## src/rtl/prog_counter_pkg.sv

```systemverilog
// Shared constants and helpers for prog_counter and its prescaler.
package prog_counter_pkg;

    localparam logic DIR_UP    = 1'b1;
    localparam logic DIR_DOWN  = 1'b0;
    localparam logic MODE_WRAP = 1'b0;
    localparam logic MODE_SAT  = 1'b1;

    // Limits a value to the modulus top; callers widen to 32 bits first.
    function automatic logic [31:0] clamp_max(input logic [31:0] val,
                                              input logic [31:0] max_val);
        return (val > max_val) ? max_val : val;
    endfunction

endpackage

```

## src/rtl/prog_counter_prescaler.sv

```systemverilog
// Clock-enable divider: tick is high one enabled cycle in every presc_div+1.
module prog_counter_prescaler
    import prog_counter_pkg::*;
#(
    parameter int unsigned PRESC_W = 4
) (
    input  logic               clk,
    input  logic               rst,
    input  logic               en,
    input  logic               clr,
    input  logic [PRESC_W-1:0] presc_div,
    output logic               tick
);

    logic [PRESC_W-1:0] div;

    assign tick = (div == presc_div);

    always_ff @(posedge clk) begin
        if (rst || clr) begin
            div <= '0;
        end else if (en) begin
            div <= tick ? '0 : div + 1'b1;
        end
    end

endmodule

```

## src/rtl/prog_counter.sv

```systemverilog
// Programmable up/down counter with modulus, load, wrap/saturate and flags.
// Optional prescaler compiled in with `define PROG_COUNTER_PRESCALER_EN.
module prog_counter
    import prog_counter_pkg::*;
#(
    parameter int unsigned      WIDTH   = 8,
    parameter logic [WIDTH-1:0] MAX_VAL = '1,
    parameter int unsigned      PRESC_W = 4
) (
    input  logic               clk,
    input  logic               rst,
    input  logic               en,
    input  logic               up_dn,
    input  logic               sat_mode,
    input  logic               load,
    input  logic [WIDTH-1:0]   load_val,
    input  logic [WIDTH-1:0]   cmp_val,
    input  logic [PRESC_W-1:0] presc_div,
    input  logic               ovf_clr,
    output logic [WIDTH-1:0]   count,
    output logic               tc,
    output logic               ovf_sticky,
    output logic               cmp_hit
);

    logic             tick;
    logic [WIDTH-1:0] count_next;
    logic             tc_next;
    logic             ovf_next;

`ifdef PROG_COUNTER_PRESCALER_EN
    prog_counter_prescaler #(
        .PRESC_W (PRESC_W)
    ) u_prescaler (
        .clk       (clk),
        .rst       (rst),
        .en        (en),
        .clr       (load),
        .presc_div (presc_div),
        .tick      (tick)
    );
`else
    logic unused_presc;
    assign tick         = 1'b1;
    assign unused_presc = ^presc_div;
`endif

    always_comb begin
        count_next = count;
        tc_next    = 1'b0;
        if (load) begin
            count_next = WIDTH'(clamp_max(32'(load_val), 32'(MAX_VAL)));
        end else if (en && tick) begin
            case (up_dn)
                DIR_UP: begin
                    if (count < MAX_VAL) begin
                        count_next = count + 1'b1;
                    end else begin
                        tc_next    = 1'b1;
                        count_next = (sat_mode == MODE_SAT) ? MAX_VAL : '0;
                    end
                end
                DIR_DOWN: begin
                    if (count != '0) begin
                        count_next = count - 1'b1;
                    end else begin
                        tc_next    = 1'b1;
                        count_next = (sat_mode == MODE_WRAP) ? MAX_VAL : '0;
                    end
                end
                default: count_next = count;
            endcase
        end
        // A boundary event on the same edge as a clear keeps the flag set.
        ovf_next = tc_next | (ovf_sticky & ~ovf_clr);
    end

    always_ff @(posedge clk) begin
        if (rst) begin
            count      <= '0;
            tc         <= 1'b0;
            ovf_sticky <= 1'b0;
        end else begin
            count      <= count_next;
            tc         <= tc_next;
            ovf_sticky <= ovf_next;
        end
    end

    assign cmp_hit = (count == cmp_val);

endmodule

```

## config.mk

```make
export PLATFORM = sky130hd
export DESIGN_NAME = prog_counter
export DESIGN_NICKNAME = d
export VERILOG_FILES = /design/src/rtl/prog_counter_pkg.sv /design/src/rtl/prog_counter_prescaler.sv /design/src/rtl/prog_counter.sv
export SDC_FILE = /design/constraint.sdc
export NUM_CORES = 1
export LEC_CHECK = 0
export CAP_MARGIN = 15
export CORE_MARGIN = 1.5
export CORE_UTILIZATION = 49
export CTS_CLUSTER_DIAMETER = 30
export DETAILED_ROUTE_END_ITERATION = 16
export PLACE_DENSITY = 0.85
export SYNTH_ARGS = -nofsm -noshare
export SYNTH_HDL_FRONTEND = slang
export SYNTH_SLANG_ARGS = --single-unit
```

## constraint.sdc

```tcl
create_clock -name clk -period 6.1 [get_ports clk]
set_input_delay 1.22 -clock clk [delete_from_list [all_inputs] [get_ports clk]]
set_output_delay 1.22 -clock clk [all_outputs]
set_load 0.02 [all_outputs]
```

==> results of run 1 <==
-- area by class of cell --
| class | instances | area (um2) |
|---|---|---|
| Timing Repair Buffer | 33 | 330 |
| Inverter | 5 | 18.8 |
| Tap cell | 28 | 35.0 |
| Sequential cell | 10 | 200 |
| Fill cell | 192 | 733 |
| Clock buffer | 4 | 36.3 |
| Multi-Input combinational cell | 124 | 858 |
-- flip-flops by register name, indices dropped and copies added (netlist names) --
register / cells
count: 8
ovf_sticky: 1
tc: 1
-- per-stage QoR --
| step | cells | hold slack (ps) | total power, mW | setup slack, ps |
|---|---|---|---|---|
| floorplan | 154 | 525 | 0.157 | 3140 |
| global placement | 200 | 441 | 0.190 | 2270 |
| detailed placement | 200 | 448 | 0.193 | 2240 |
| CTS | 204 | 459 | 0.256 | 2240 |
| global route | 204 | 500 | 0.273 | 2190 |
| finish | 204 | 460 | 0.257 | 2260 |
-- placed cells by master, fill, tap and decap left out, types with 3 or more instances in the layout --
| master | n |
|---|---|
| a211oi_1 | 3 |
| inv_1 | 5 |
| or3_1 | 4 |
| nand3_1 | 6 |
| ha_1 | 3 |
| clkbuf_4 | 3 |
| xnor2_1 | 9 |
| nand2_1 | 10 |
| clkdlybuf4s50_1 | 33 |
| nor3b_1 | 9 |
| dfxtp_1 | 10 |
| nor2_1 | 11 |
| a21oi_1 | 15 |
-- tightest hold or removal path, stage by stage (launching register included) --
cell	delay [ps]
dfxtp_1	320
nand2_1	50
o21ai_1	50
-- where the power goes --
group	internal, mW	leakage [nW]	switching (mW)	total (mW)
logic	0.0546	0.410	0.0507	0.105
clock network	0.0363	0.0210	0.0280	0.0643
registers	0.0703	0.0824	0.0172	0.0876
-- layer usage --
metal	up-vias	GRT usage, %	wire length, um
li1	618	-	-
met1	580	32.7	1250
met2	69	40.4	1580
met3	8	6.43	302
met4	0	8.77	57
met5	-	0	0
-- logic make-up after synthesis --
| family | after synthesis | share of synthesized area [%] |
|---|---|---|
| AND/OR/NAND/NOR | 63 | 34.1 |
| AO/OA/AOI/OAI | 46 | 27.9 |
| buffers and inverters | 20 | 8.04 |
| XOR/XNOR | 11 | 8.37 |
| flip-flops | 10 | 17.4 |
| adder cells (fa/ha/maj) | 3 | 3.26 |
| multiplexers | 1 | 0.870 |
-- path summary, 6_finish.rpt --
kind | slack, ps | end | start
max | 2260 | cmp_hit | cmp_val[2]
min | 460 | ovf_sticky$_SDFF_PP0_ | ovf_sticky$_SDFF_PP0_
max reg2reg | 3760 | count[0]$_SDFFE_PP0P_ | count[2]$_SDFFE_PP0P_
min reg2reg | 460 | ovf_sticky$_SDFF_PP0_ | ovf_sticky$_SDFF_PP0_
==> flow_metrics.tcl, run 1 <==
set metrics [dict create \
    synth_top_flop_cell "dfxtp_1" \
    path_common_cell "clkdlybuf4s50_1" \
    worstPathCellList "clkdlybuf4s50_1 -> xnor2_1 -> nand4_1 -> nor2_1 -> clkdlybuf4s50_1" \
    remaining_drc_errors 0 \
    yosysWarnings 0 \
    slew_viol_final 0 \
    cp_num_buf_inv 2 \
    p_leak_nw 0.513 \
    async_flop_share_pct 0 \
    grt_usage_pct 25.3 \
    grt_start_max_net_pins 22 \
    grt_pass1_wl_um 5020 \
    crit_cells 5 \
    slew_headroom_pct 31.4 \
    finalSetupViolations 0 \
    core_um2 2210 \
    area_delta_synth_final_pct 28.5 \
    yosys.area.top_type "dfxtp_1" \
    clock-sinks 10 \
    ctsResizeCount 0 \
    core.rowCount 17 \
    rsz0062_at_grt "no" \
    wl_um 3190 \
    io_pins 38 \
    ys_seq_area_share_pct 17.4 \
    port_buffers 33 \
    dr.pass1.iters 4 \
    vias_per_cell 6.25 \
    synthesis.nets 184 \
    worst_path_largest_cell_delay_ps 600 \
    nets 207 \
    synth_common_cells "a21oi_1 (15), nor2_1 (11), dfxtp_1 (10), nand2_1 (10)" \
    ant_nets 0 \
    worstSetupPathType "in2out" \
    gp_congestion 0.957 \
    hold-path-cell-count 2 \
    post-route-period-util_pct 63.0 \
    clk_latency_ps 270 \
    outcome "complete, no violations" \
    cap_viol_max_count 0 \
    ys_ff_latch 10 \
    skew_ps 1.17 \
    critPathRequiredTime_ps 4880 \
    fp.dieW_um 51.5 \
    fin_area_um2 1480 \
    drt_iter0_markers 38 \
    fin_tns_setup_ps 0 \
    vdd_drop_max_mv 0.123 \
    post-synth-top-count-cell "a21oi_1" \
    numCtsBuffers 3 \
    synth_edf_count 0 \
    r2r_cells 4 \
    synth_cell_types 56 \
    antennaDiodeCount 0 \
    cts_hold_buf 0 \
    arrival_ps 2620 \
    cts_root_buf "clkbuf_4" \
    initial_core_util_pct 52.0 \
    fin_util_pct 66.9 \
    min_period_ps 3840 \
    fmax_ghz 0.260 \
    dieArea_um2 2650 \
    path_max_fanout 1 \
    vias 1275 \
    crit_family "buffers and inverters" \
    min_path_type "reg2reg" \
    avgSynthCellArea_um2 7.47 \
    wl_per_cell_um 15.6 \
    grt_overflow 0 \
    dieHeight_um 51.5 \
    synth_area_leaders "dfxtp_1 (17%), xnor2_1 (6.8%), a21oi_1 (6.5%), nor3b_1 (5.9%), nor2_1 (3.6%)" \
    syn_area_um2 1150 \
    tritoncts "done" \
    start_kind "input port" \
    crit_path_end_kind "primary output" \
    h-tree-depth 1 \
    tightest_slew_ps 1020 \
    clockBufferDepth 2 \
    postPlaceCellArea_um2 1440 \
    cts.clk_slew.worst_paths_ps 80 \
    grt_pass1_vias 1082 \
    drive_gt1_share_pct 8.52 \
    synth_top_area_share_pct 17.4 \
    grt_antenna_before_repair 0 \
    hpwl_um 2310 \
    cp_slowest_cell "clkdlybuf4s50_1" \
    synth_cells 154 \
    hold_viol 0 \
    post-cts-setup-buffers 0 \
    p_per_area_nw_per_um2 174 \
]
No activity file was read; power rests on OpenSTA's default activity.
==> run 2: changes to the inputs <==
--- a/config.mk
+++ b/config.mk
@@ -7,10 +7,10 @@
 export LEC_CHECK = 0
 export CAP_MARGIN = 15
 export CORE_MARGIN = 1.5
-export CORE_UTILIZATION = 49
+export CORE_UTILIZATION = 41
 export CTS_CLUSTER_DIAMETER = 30
 export DETAILED_ROUTE_END_ITERATION = 16
-export PLACE_DENSITY = 0.85
+export PLACE_DENSITY = 0.76
 export SYNTH_ARGS = -nofsm -noshare
 export SYNTH_HDL_FRONTEND = slang
 export SYNTH_SLANG_ARGS = --single-unit
==> constraint.sdc (replaced) <==
create_clock -name clk -period 3.5 [get_ports clk]
set_input_delay 0.7 -clock clk [delete_from_list [all_inputs] [get_ports clk]]
set_output_delay 0.7 -clock clk [all_outputs]
set_load 0.02 [all_outputs]
==> run 2 against run 1 <==
Effect of this change:
- count of clock-buffer cells in the layout stayed put
- via count is 0.47% lower
- worst setup slack worse by 1600 ps
- non-clock buffer count stayed put
==> flow_metrics.tcl, run 2 (synthesized netlist as in run 1, its figures left out) <==
set metrics [dict create \
    outcome "complete, no violations" \
    cap_viol_max_count 0 \
    drt_iter0_markers 34 \
    tritoncts "done" \
    regMostFlops "count" \
    core.rowCount 19 \
    min_period_ps 2800 \
    clk_latency_ps 280 \
    post-route-period-util_pct 79.9 \
    h-tree-depth 1 \
    remaining_drc_errors 0 \
    critPathRequiredTime_ps 2800 \
    drive_gt1_share_pct 8.52 \
    core_um2 2710 \
    fp.dieW_um 56.0 \
    grt_pass1_vias 1111 \
    vdd_drop_max_mv 0.266 \
    initial_core_util_pct 42.5 \
    vias 1269 \
    grt_pass1_wl_um 5130 \
    clock-sinks 10 \
    min_path_type "reg2reg" \
    antennaDiodeCount 0 \
    cts.clk_slew.worst_paths_ps 80 \
    p_int_mw 0.281 \
    grt_antenna_before_repair 0 \
    gp_congestion 0.893 \
    worstSetupPathType "in2out" \
    total_power_mw 0.448 \
    area_delta_synth_final_pct 28.8 \
    finalSetupViolations 0 \
    path_max_fanout 1 \
    grt_start_max_net_pins 22 \
    hpwl_um 2300 \
    vias_per_cell 6.13 \
    dieArea_um2 3130 \
    post-cts-setup-buffers 0 \
    cts_root_buf "clkbuf_4" \
    final_common_cell "clkdlybuf4s50_1" \
    nets 207 \
    ant_nets 0 \
    largest_reg_flops 8 \
    cts_hold_buf 0 \
    arrival_ps 2100 \
    dr.pass1.iters 5 \
    p_leak_nw 0.513 \
    skew_ps 0.508 \
    slew_viol_final 0 \
    top_regs "count x8, ovf_sticky x1, tc x1" \
    numCtsBuffers 3 \
    fin_tns_setup_ps 0 \
    wl_per_cell_um 15.3 \
    grt_usage_pct 20.3 \
    clkPwrFrac_pct 25.0 \
    io_pins 38 \
    port_buffers 33 \
    mostFrequentLayoutCells "clkdlybuf4s50_1 (33), a21oi_1 (15), nor2_1 (11)" \
    hold_viol 0 \
    wl_um 3170 \
    p_per_area_nw_per_um2 302 \
    hold-worst-slack_ps 468 \
    slew_headroom_pct 32.5 \
    power_frac_comb_pct 40.9 \
    stdcell_count 207 \
    ctsResizeCount 0 \
    dieHeight_um 56.0 \
    p_sw_share_pct 37.3 \
    p_sw_mw 0.167 \
    pwr-share-seq_pct 34.1 \
    grt_overflow 0 \
    rsz0062_at_grt "no" \
    start_kind "input port" \
    clockBufferDepth 2 \
    fmax_ghz 0.358 \
    tightest_slew_ps 1000 \
    crit_path_end_kind "primary output" \
    place_inst 203 \
]
==> run 2: final timing paths <==
kind | end | slack (ps) | startpoint | depth (start not counted)
max | cmp_hit | 700 | cmp_val[2] | 5
min | ovf_sticky$_SDFF_PP0_ | 470 | ovf_sticky$_SDFF_PP0_ | 2
max reg2reg | count[3]$_SDFFE_PP0P_ | 1150 | count[2]$_SDFFE_PP0P_ | 4
min reg2reg | ovf_sticky$_SDFF_PP0_ | 470 | ovf_sticky$_SDFF_PP0_ | 2
==> run 2: area by class of cell <==
class / instances / area (um2)
Tap cell: 31 / 38.8
Sequential cell: 10 / 200
Timing Repair Buffer: 33 / 330
Inverter: 5 / 18.8
Clock buffer: 4 / 36.3
Multi-Input combinational cell: 124 / 858
Fill cell: 290 / 1230
==> run 2: layer usage <==
metal	share of wire, %	up-vias	GRT usage, %
li1	-	621	-
met4	1.2	0	6.12
met3	6.0	10	2.56
met5	0	-	0
met2	47	48	33.6
met1	46	590	27.4
==> run 2: metrics by stage <==
stage,setup WS [ps],util (%),instance area [um2]
4_1_cts,688,54.7,1480
5_1_grt,609,54.7,1480
6_report,703,54.7,1480
2_1_floorplan,1380,-,1150
3_3_place_gp,703,53.4,1450
3_5_place_dp,684,53.4,1450
==> run 2: power by group through the flow <==
stage / logic, mW / registers (mW) / clock network (mW)
final: 0.183 / 0.153 / 0.112
after global routing: 0.198 / 0.156 / 0.115
after CTS: 0.182 / 0.152 / 0.112
after detailed placement: 0.181 / 0.155 / 0
after global placement: 0.177 / 0.154 / 0
after floorplan: 0.130 / 0.145 / 0
==> run 2: worst max-delay path, cell delays in order <==
cell and delay [ps]:
clkdlybuf4s50_1 470, xnor2_1 120, nand4_1 110, nor2_1 100
clkdlybuf4s50_1 600
==> run 3: changes to the inputs <==
==> constraint.sdc (replaced) <==
create_clock -name clk -period 2.28 [get_ports clk]
set_input_delay 0.456 -clock clk [delete_from_list [all_inputs] [get_ports clk]]
set_output_delay 0.456 -clock clk [all_outputs]
set_load 0.02 [all_outputs]
==> run 3 against run 2 <==
Effect of this change:
- sequential share of layout area is 0.89 points lower
- global-route usage is 3.1 points higher
- register-to-register slack worse by 1000 ps
- critical path depth stayed put
- non-clock buffer count is 14 higher
- combinational power is 86% higher
- sequential power is 36% higher
- via count is 6.1% higher
- power is 59% higher
==> flow_metrics.tcl, run 3 (synthesized netlist as in run 1, its figures left out) <==
set metrics [dict create \
    dieArea_um2 3130 \
    min_period_ps 2160 \
    dieHeight_um 56.0 \
    slew_viol_final 0 \
    wl_um 3390 \
    hold_viol 0 \
    postPlaceCellArea_um2 1550 \
    grt_antenna_before_repair 0 \
    remaining_drc_errors 0 \
    port_buffers 33 \
    place_inst 217 \
    vias 1346 \
    top_regs "count x8, ovf_sticky x1, tc x1" \
    antennaDiodeCount 0 \
    crit_path_end_kind "flop" \
    tritoncts "done" \
    cap_viol_max_count 0 \
    vdd_drop_max_mv 0.321 \
    final_common_cell "clkdlybuf4s50_1" \
    post-place-ws_ps -46.5 \
    fp.dieW_um 56.0 \
    min_from "ovf_sticky$_SDFF_PP0_" \
    multiInputGateArea_um2 860 \
    fmax_ghz 0.463 \
    hold-worst-slack_ps 469 \
    fin_util_pct 58.6 \
    fin_tns_setup_ps 0 \
    cts_hold_buf 0 \
    outcome "complete, no violations" \
    crit_family "simple AND/OR/NAND/NOR gates" \
    cts.clk_slew.worst_paths_ps 70 \
    area_delta_synth_final_pct 37.9 \
    r2r-end "count[6]$_SDFFE_PP0P_" \
    vias_per_cell 6.09 \
    cp_slowest_cell "dfxtp_1" \
    ant_nets 0 \
    grt_overflow 0 \
    largest_reg_flops 8 \
    post-route-period-util_pct 94.8 \
    min_path_type "reg2reg" \
    p_per_area_nw_per_um2 449 \
    tightest_slew_ps 501 \
    grt_start_max_net_pins 17 \
    clock-sinks 10 \
    io_pins 38 \
    stdcell_count 221 \
    core_um2 2710 \
    p_leak_nw 0.588 \
    gp_congestion 0.901 \
    regMostFlops "count" \
    worstSetupPathType "reg2reg" \
    mostFrequentLayoutCells "clkdlybuf4s50_1 (32), a21oi_1 (15), buf_4 (14)" \
    clk_latency_ps 270 \
    grt_usage_pct 23.3 \
    drt_iter0_markers 75 \
    rr_startpoint "count[1]$_SDFFE_PP0P_" \
    h-tree-depth 1 \
    skew_ps 0.487 \
    critPathRequiredTime_ps 2470 \
    path_max_fanout 12 \
    grt_pass1_vias 1295 \
    nets 221 \
    fin_area_um2 1590 \
    regArea_um2 200 \
    cp_num_buf_inv 0 \
    hold_end "ovf_sticky$_SDFF_PP0_" \
    start_kind "flop" \
    worstPathCellList "ha_1 -> nand3_1 -> or3_1 -> and4b_1 -> o32ai_2" \
    core.rowCount 19 \
    wl_per_cell_um 15.4 \
    r2r_cells 5 \
    dr.pass1.iters 4 \
    initial_core_util_pct 42.5 \
    timing.final.ws_setup_ps 118 \
    hpwl_um 2620 \
    finalSetupViolations 0 \
    total_power_mw 0.713 \
    rsz0062_at_grt "no" \
    clockBufferDepth 2 \
    drive_gt1_share_pct 15.3 \
    reg2reg_slack_ps 120 \
    arrival_ps 2350 \
    slew_headroom_pct 66.6 \
    cts_root_buf "clkbuf_4" \
    grt_pass1_wl_um 5850 \
    fillers 267 \
    numCtsBuffers 3 \
    worst_path_largest_cell_delay_ps 610 \
    hold-path-cell-count 2 \
]
run 3: worst max-delay path by stage:
stage | depth (start not counted) | slack (ps) | from | end
final | 5 | 120 | count[1]$_SDFFE_PP0P_ | count[6]$_SDFFE_PP0P_
after floorplan | 7 | 160 | count[0]$_SDFFE_PP0P_ | count[3]$_SDFFE_PP0P_
after detailed placement | 5 | -50 | cmp_val[2] | cmp_hit
after global placement | 5 | -30 | cmp_val[0] | cmp_hit
after global routing | 5 | 9 | count[1]$_SDFFE_PP0P_ | count[6]$_SDFFE_PP0P_
after CTS | 6 | 110 | count[1]$_SDFFE_PP0P_ | count[2]$_SDFFE_PP0P_
run 3: what timing repair did:
item                                    CTS  global route
buffers inserted                          0             0
gates resized for setup                   1             1
endpoints found under the setup margin    1             1
run 3: report_power, final:
group	switching [mW]	internal, mW	leakage (nW)	total [mW]
Sequential	0.0196	0.188	0.0824	0.208
Combinational	0.170	0.170	0.485	0.340
Clock	0.0677	0.0972	0.0210	0.165
run 3: layer usage:
metal,global-route usage [%],vias to the layer above,wire (um)
li1,-,645,-
met1,29.1,600,1420
met2,39.3,81,1560
met3,3.49,20,298
met4,10.9,0,120
met5,0,-,0
run 3: final cells by class:
cell class / instances / area share [%]
multi-input cells: 124 / 54.1
repair buffers: 47 / 27.3
inverters: 5 / 1.18
flip-flops and latches: 10 / 12.6
well taps: 31 / 2.44
clock buffers: 4 / 2.29
run 3: tightest hold or removal path, stage by stage, from the launching register on:
cell	delay, ps
dfxtp_1	320
nand2_1	50
o21ai_1	50
